## config.mk

```make
export PLATFORM = sky130hd
export DESIGN_NAME = rx_iq_fifo_ctrl
export DESIGN_NICKNAME = d
export VERILOG_FILES = /design/src/rtl/rx_iq_fifo_ctrl.sv
export SDC_FILE = /design/constraint.sdc
export NUM_CORES = 1
export LEC_CHECK = 0
export CORE_MARGIN = 1.5
export CORE_UTILIZATION = 40
export CTS_CLUSTER_DIAMETER = 60
export DETAILED_ROUTE_END_ITERATION = 8
export DONT_BUFFER_PORTS = 1
export PLACE_DENSITY = 0.59
export SETUP_SLACK_MARGIN = 0.2
export SLEW_MARGIN = 30
export SYNTH_ARGS = -nofsm -noshare
export SYNTH_HDL_FRONTEND = slang
export SYNTH_SLANG_ARGS = --single-unit
```

## constraint.sdc

```tcl
create_clock -name clk_in -period 9.4 [get_ports clk_in]
set_clock_uncertainty 0.2 [all_clocks]
set_input_delay 0 -clock clk_in [delete_from_list [all_inputs] [get_ports clk_in]]
set_output_delay 0 -clock clk_in [all_outputs]
set_load 0.01 [all_outputs]
```

## src/rtl/rx_iq_fifo_ctrl.sv

```systemverilog
// RX I/Q sample FIFO between the DDC output and the STM32 bus interface.
// Watermark IRQ with hysteresis, saturating overflow count, sticky underrun.
module rx_iq_fifo_ctrl #(
   parameter int DEPTH     = 16,
   parameter int AW        = 4,
   parameter int THRESHOLD = 8
) (
   input  logic               clk_in,
   input  logic               reset,
   input  logic               iq_valid,
   input  logic signed [15:0] I_in,
   input  logic signed [15:0] Q_in,
   input  logic               pop,
   input  logic               flush,
   output logic signed [15:0] I_out,
   output logic signed [15:0] Q_out,
   output logic               out_valid,
   output logic [AW:0]        level,
   output logic               irq_ready,
   output logic [7:0]         overflow_cnt,
   output logic               underrun
);

   localparam logic [AW:0] C_FULL = (AW+1)'(DEPTH);
   localparam logic [AW:0] C_THR  = (AW+1)'(THRESHOLD);

   logic [31:0]        r_mem [DEPTH];
   logic [AW-1:0]      r_wptr;
   logic [AW-1:0]      r_rptr;
   logic [AW:0]        r_level;
   logic signed [15:0] r_i_out;
   logic signed [15:0] r_q_out;
   logic               r_out_valid;
   logic               r_irq;
   logic [7:0]         r_ovf;
   logic               r_underrun;

   logic               w_pop_ok;
   logic               w_push_ok;
   logic [AW:0]        w_level_nxt;

   // A pop in the same cycle frees a slot, so a full FIFO still accepts.
   assign w_pop_ok  = pop & (r_level != '0);
   assign w_push_ok = iq_valid & ((r_level != C_FULL) | w_pop_ok);

   always_comb begin
      w_level_nxt = r_level;
      if (w_push_ok && !w_pop_ok)
         w_level_nxt = r_level + 1'b1;
      else if (!w_push_ok && w_pop_ok)
         w_level_nxt = r_level - 1'b1;
   end

   always_ff @(posedge clk_in) begin
      if (!reset && !flush && w_push_ok)
         r_mem[r_wptr] <= {I_in, Q_in};
   end

   always_ff @(posedge clk_in) begin
      if (reset) begin
         r_wptr      <= '0;
         r_rptr      <= '0;
         r_level     <= '0;
         r_i_out     <= '0;
         r_q_out     <= '0;
         r_out_valid <= 1'b0;
         r_irq       <= 1'b0;
         r_ovf       <= '0;
         r_underrun  <= 1'b0;
      end else if (flush) begin
         r_wptr      <= '0;
         r_rptr      <= '0;
         r_level     <= '0;
         r_out_valid <= 1'b0;
         r_irq       <= 1'b0;
         r_ovf       <= '0;
         r_underrun  <= 1'b0;
      end else begin
         r_level     <= w_level_nxt;
         r_out_valid <= pop;
         if (w_push_ok)
            r_wptr <= r_wptr + 1'b1;
         if (iq_valid && !w_push_ok && r_ovf != 8'hFF)
            r_ovf <= r_ovf + 1'b1;
         if (w_pop_ok) begin
            r_i_out <= r_mem[r_rptr][31:16];
            r_q_out <= r_mem[r_rptr][15:0];
            r_rptr  <= r_rptr + 1'b1;
         end else if (pop) begin
            r_i_out    <= '0;
            r_q_out    <= '0;
            r_underrun <= 1'b1;
         end
         // Hysteresis: set at the watermark, drop only once drained.
         if (w_level_nxt >= C_THR)
            r_irq <= 1'b1;
         else if (w_level_nxt == '0)
            r_irq <= 1'b0;
      end
   end

   assign I_out        = r_i_out;
   assign Q_out        = r_q_out;
   assign out_valid    = r_out_valid;
   assign level        = r_level;
   assign irq_ready    = r_irq;
   assign overflow_cnt = r_ovf;
   assign underrun     = r_underrun;

endmodule

```

==> results.sh <==
export IMPL_dp_hpwl_mm=25.2
export IMPL_fp_dieH_microns=236
export IMPL_layout_drive_gt1_share_pct=23.5
export IMPL_floorplan_die_area_sq_um=55500
export IMPL_maxSlewViolCount=0
export IMPL_path_clk_slew_ns=0.06
export IMPL_row_count=85
export IMPL_portBuffers=0
export IMPL_status="finished, final reports clean"
export IMPL_fillCellCount=4379
export IMPL_fin_util_pct=46.9
export IMPL_cts_sinks=572
export IMPL_grt_first_pass_wirelength_mm=69.5
export IMPL_hold_viol_final=0
export IMPL_syn_area_per_cell_sq_um=21.1
export IMPL_ir_worst_vdd_uv=141
export IMPL_cts_root_buf="clkbuf_16"
export IMPL_wire_per_inst_microns=25.1
export IMPL_coreArea_sq_um=53700
export IMPL_arrival_ns=3.91
export IMPL_syn_nets=1069
export IMPL_die_x_microns=236
export IMPL_cts_htree_levels=2
export IMPL_drtPass1Iterations=4
export IMPL_cts_resized=0
export IMPL_synth_top_area_share_pct=71.0
export IMPL_cap_violations=0
export IMPL_grt_ovfl_total=0
export IMPL_path_max_fanout=17
export IMPL_worst_pin_slew_ns=0.984
export IMPL_hp_start="I_in[10]"
export IMPL_fmax_mhz=261
export IMPL_wl_mm=46.3
export IMPL_vias=10100
export IMPL_cts_tree="yes"
export IMPL_syn_area_sq_um=21700
export IMPL_cts_buffers=59
export IMPL_synth_top_area_cell="edfxtp_1"
export IMPL_via_per_inst=5.47
export IMPL_gp_congestion=0.739
export IMPL_maxSlewHeadroom_pct=34.4
export IMPL_diodes=0
export IMPL_async_flop_share_pct=0
export IMPL_grt_use_total_pct=16.9
export IMPL_boundaryPins=85
export IMPL_reg2reg_depth=7
export IMPL_initial_core_util_pct=40.3
export IMPL_min_path_type="in -> reg"
export IMPL_grt_pass1_vias=10600
export IMPL_fin_nets=1141
export IMPL_critPathLaunchType="register"
export IMPL_fin_tns_setup_ns=0
export IMPL_holdPathEnd="r_mem[0][26]"
export IMPL_ys_flop_type="edfxtp_1"
export IMPL_crit_required_ns=9.48
export IMPL_clock_latency_ns=0.63
export IMPL_final_antenna_net_count=0
export IMPL_yosysWarnings=0
export IMPL_area_growth_pct=16.3
export IMPL_rsz0062_at_grt="no"
export IMPL_critPathLaunch="level[0]"
export IMPL_crit_path_end_kind="register"
export IMPL_antenna_found_initial=2
export IMPL_hold_path_cell_count=1
export IMPL_setup_viol=0
export IMPL_powerDensity_nw_per_um2=212
export IMPL_p_leak_nw=7.88
export IMPL_ys_types=46
export IMPL_timing_rr_start="level[0]"
export IMPL_clock_path_buffers=3
export IMPL_finalPower_mw=5.34
export IMPL_synth_area_leaders="edfxtp_1 (71%), mux4_2 (13%), dfxtp_1 (5.5%)"
export IMPL_criticalPathCategory="reg -> reg"
export IMPL_ys_seq_area_share_pct=76.6
export IMPL_synth_seq_cells=572
export IMPL_grt_max_degree=87
export IMPL_synth_edf_count=512
export IMPL_r2r_slack_ns=5.57
export IMPL_min_period_ns=3.83
export IMPL_synthCells=1024
export IMPL_drtIter0Drc=748
export IMPL_finalCritPeriodShare_pct=40.8
export IMPL_r2r_end="r_mem[3][16]"
export IMPL_drc=0
routing by layer:
metal  vias to the layer above  share of wire [%]  GRT usage [%]
li1                       4392                  -              -
met1                      5369                 44           23.3
met2                       233                 48           27.3
met3                        84                4.8           3.48
met4                         4                2.3           4.71
met5                         -              0.052              0
cell families (layout without fill, tap and decap cells):
family,Yosys count,count (layout),share of synthesized area (%)
AO/OA/AOI/OAI,87,87,2.79
XOR/XNOR,15,15,0.607
adder cells (fa/ha/maj),8,8,0.462
buffers and inverters,60,183,1.18
flip-flops,572,572,76.6
multiplexers,194,194,16.4
AND/OR/NAND/NOR,88,88,2.03
flip-flops by register name, summed over array words and instances, names as in the netlist, 4 cells and up, named ones only:
signal / count
r_mem: 512
I_out: 16
Q_out: 16
overflow_cnt: 8
level: 5
r_rptr: 4
r_wptr: 4
timing repair:
| action | 4_1_cts | 5_1_grt |
|---|---|---|
| hold buffers | 39 | 0 |
| endpoints found under the hold margin | 572 | 0 |
| setup endpoints to repair | 0 | 0 |
| buffers inserted | 0 | 0 |
final cells by class:
class | count | area [sq um] | area share (%)
clock buffers | 83 | 1650 | 6.55
clock inverters | 29 | 394 | 1.57
inverters | 8 | 30.0 | 0.119
multi-input cells | 392 | 4960 | 19.7
flip-flops and latches | 572 | 16600 | 65.9
well taps | 696 | 871 | 3.46
repair buffers | 63 | 687 | 2.73
cells in the final DEF (no fill, tap or decap), drive strengths merged, types with 2 or more instances in the layout:
cell,count
edfxtp,512
mux4,128
clkbuf,83
mux2i,66
dfxtp,60
nor2,42
dlygate4sd3,39
o22ai,32
a21o,32
buf,24
clkinv,16
nand2,14
xnor2,10
inv,10
bufinv,9
ha,8
nor3,6
a21oi,6
xor2,5
nand3,5
o21ai,4
or3,4
nand4,3
nor2b,2
nand3b,2
a32oi,2
and2,2
clkinvlp,2
critical path, cell delays in order (launching register included):
cell and delay (ns):
dfxtp_1 0.52, inv_1 0.13, ha_1 0.27, nor3b_2 0.21, a21boi_1 0.55, nand2_1 0.43, nor2_4 0.75, buf_4 0.42
power breakdown:
group	switching [mW]	total (mW)	leakage, nW	internal [mW]
Combinational	0.0745	0.121	1.79	0.0460
Clock	0.964	2.44	1.00	1.47
Sequential	0.00863	2.78	5.09	2.78
per-stage QoR:
stage | instance area (sq um) | hold slack (ns) | worst slack (ns) | cells
after floorplan | 21700 | -0.101 | 5.80 | 1024
after global placement | 22600 | -0.0999 | 5.61 | 1687
after detailed placement | 22700 | -0.100 | 5.57 | 1691
after CTS | 25100 | 0.109 | 5.54 | 1842
after global routing | 25200 | 0.143 | 5.28 | 1843
final | 25200 | 0.141 | 5.57 | 1843
Yosys cell counts, types with 2 or more instances:
| library cell | n |
|---|---|
| edfxtp_1 | 512 |
| mux4_2 | 128 |
| mux2i_1 | 66 |
| dfxtp_1 | 60 |
| nor2_1 | 42 |
| a21o_1 | 32 |
| o22ai_1 | 32 |
| clkbuf_1 | 31 |
| buf_2 | 19 |
| nand2_1 | 14 |
| xnor2_1 | 10 |
| ha_1 | 8 |
| inv_1 | 8 |
| a21oi_1 | 6 |
| nand3_1 | 5 |
| nor3_1 | 5 |
| xor2_1 | 5 |
| o21ai_0 | 4 |
| or3_1 | 4 |
| nand4_1 | 3 |
| a32oi_1 | 2 |
| and2_1 | 2 |
| nand3b_1 | 2 |
| nor2b_1 | 2 |
worst max path at each step:
stage | endpoint | slack (ns) | depth (start not counted)
6_report | r_mem[3][16] | 5.57 | 7
5_1_grt | r_mem[3][13] | 5.28 | 7
4_1_cts | r_mem[3][16] | 5.54 | 7
3_5_place_dp | r_mem[3][9] | 5.57 | 7
3_3_place_gp | r_mem[7][24] | 5.61 | 7
2_1_floorplan | r_mem[15][0] | 5.80 | 6
(Power assumes the default switching activity.)
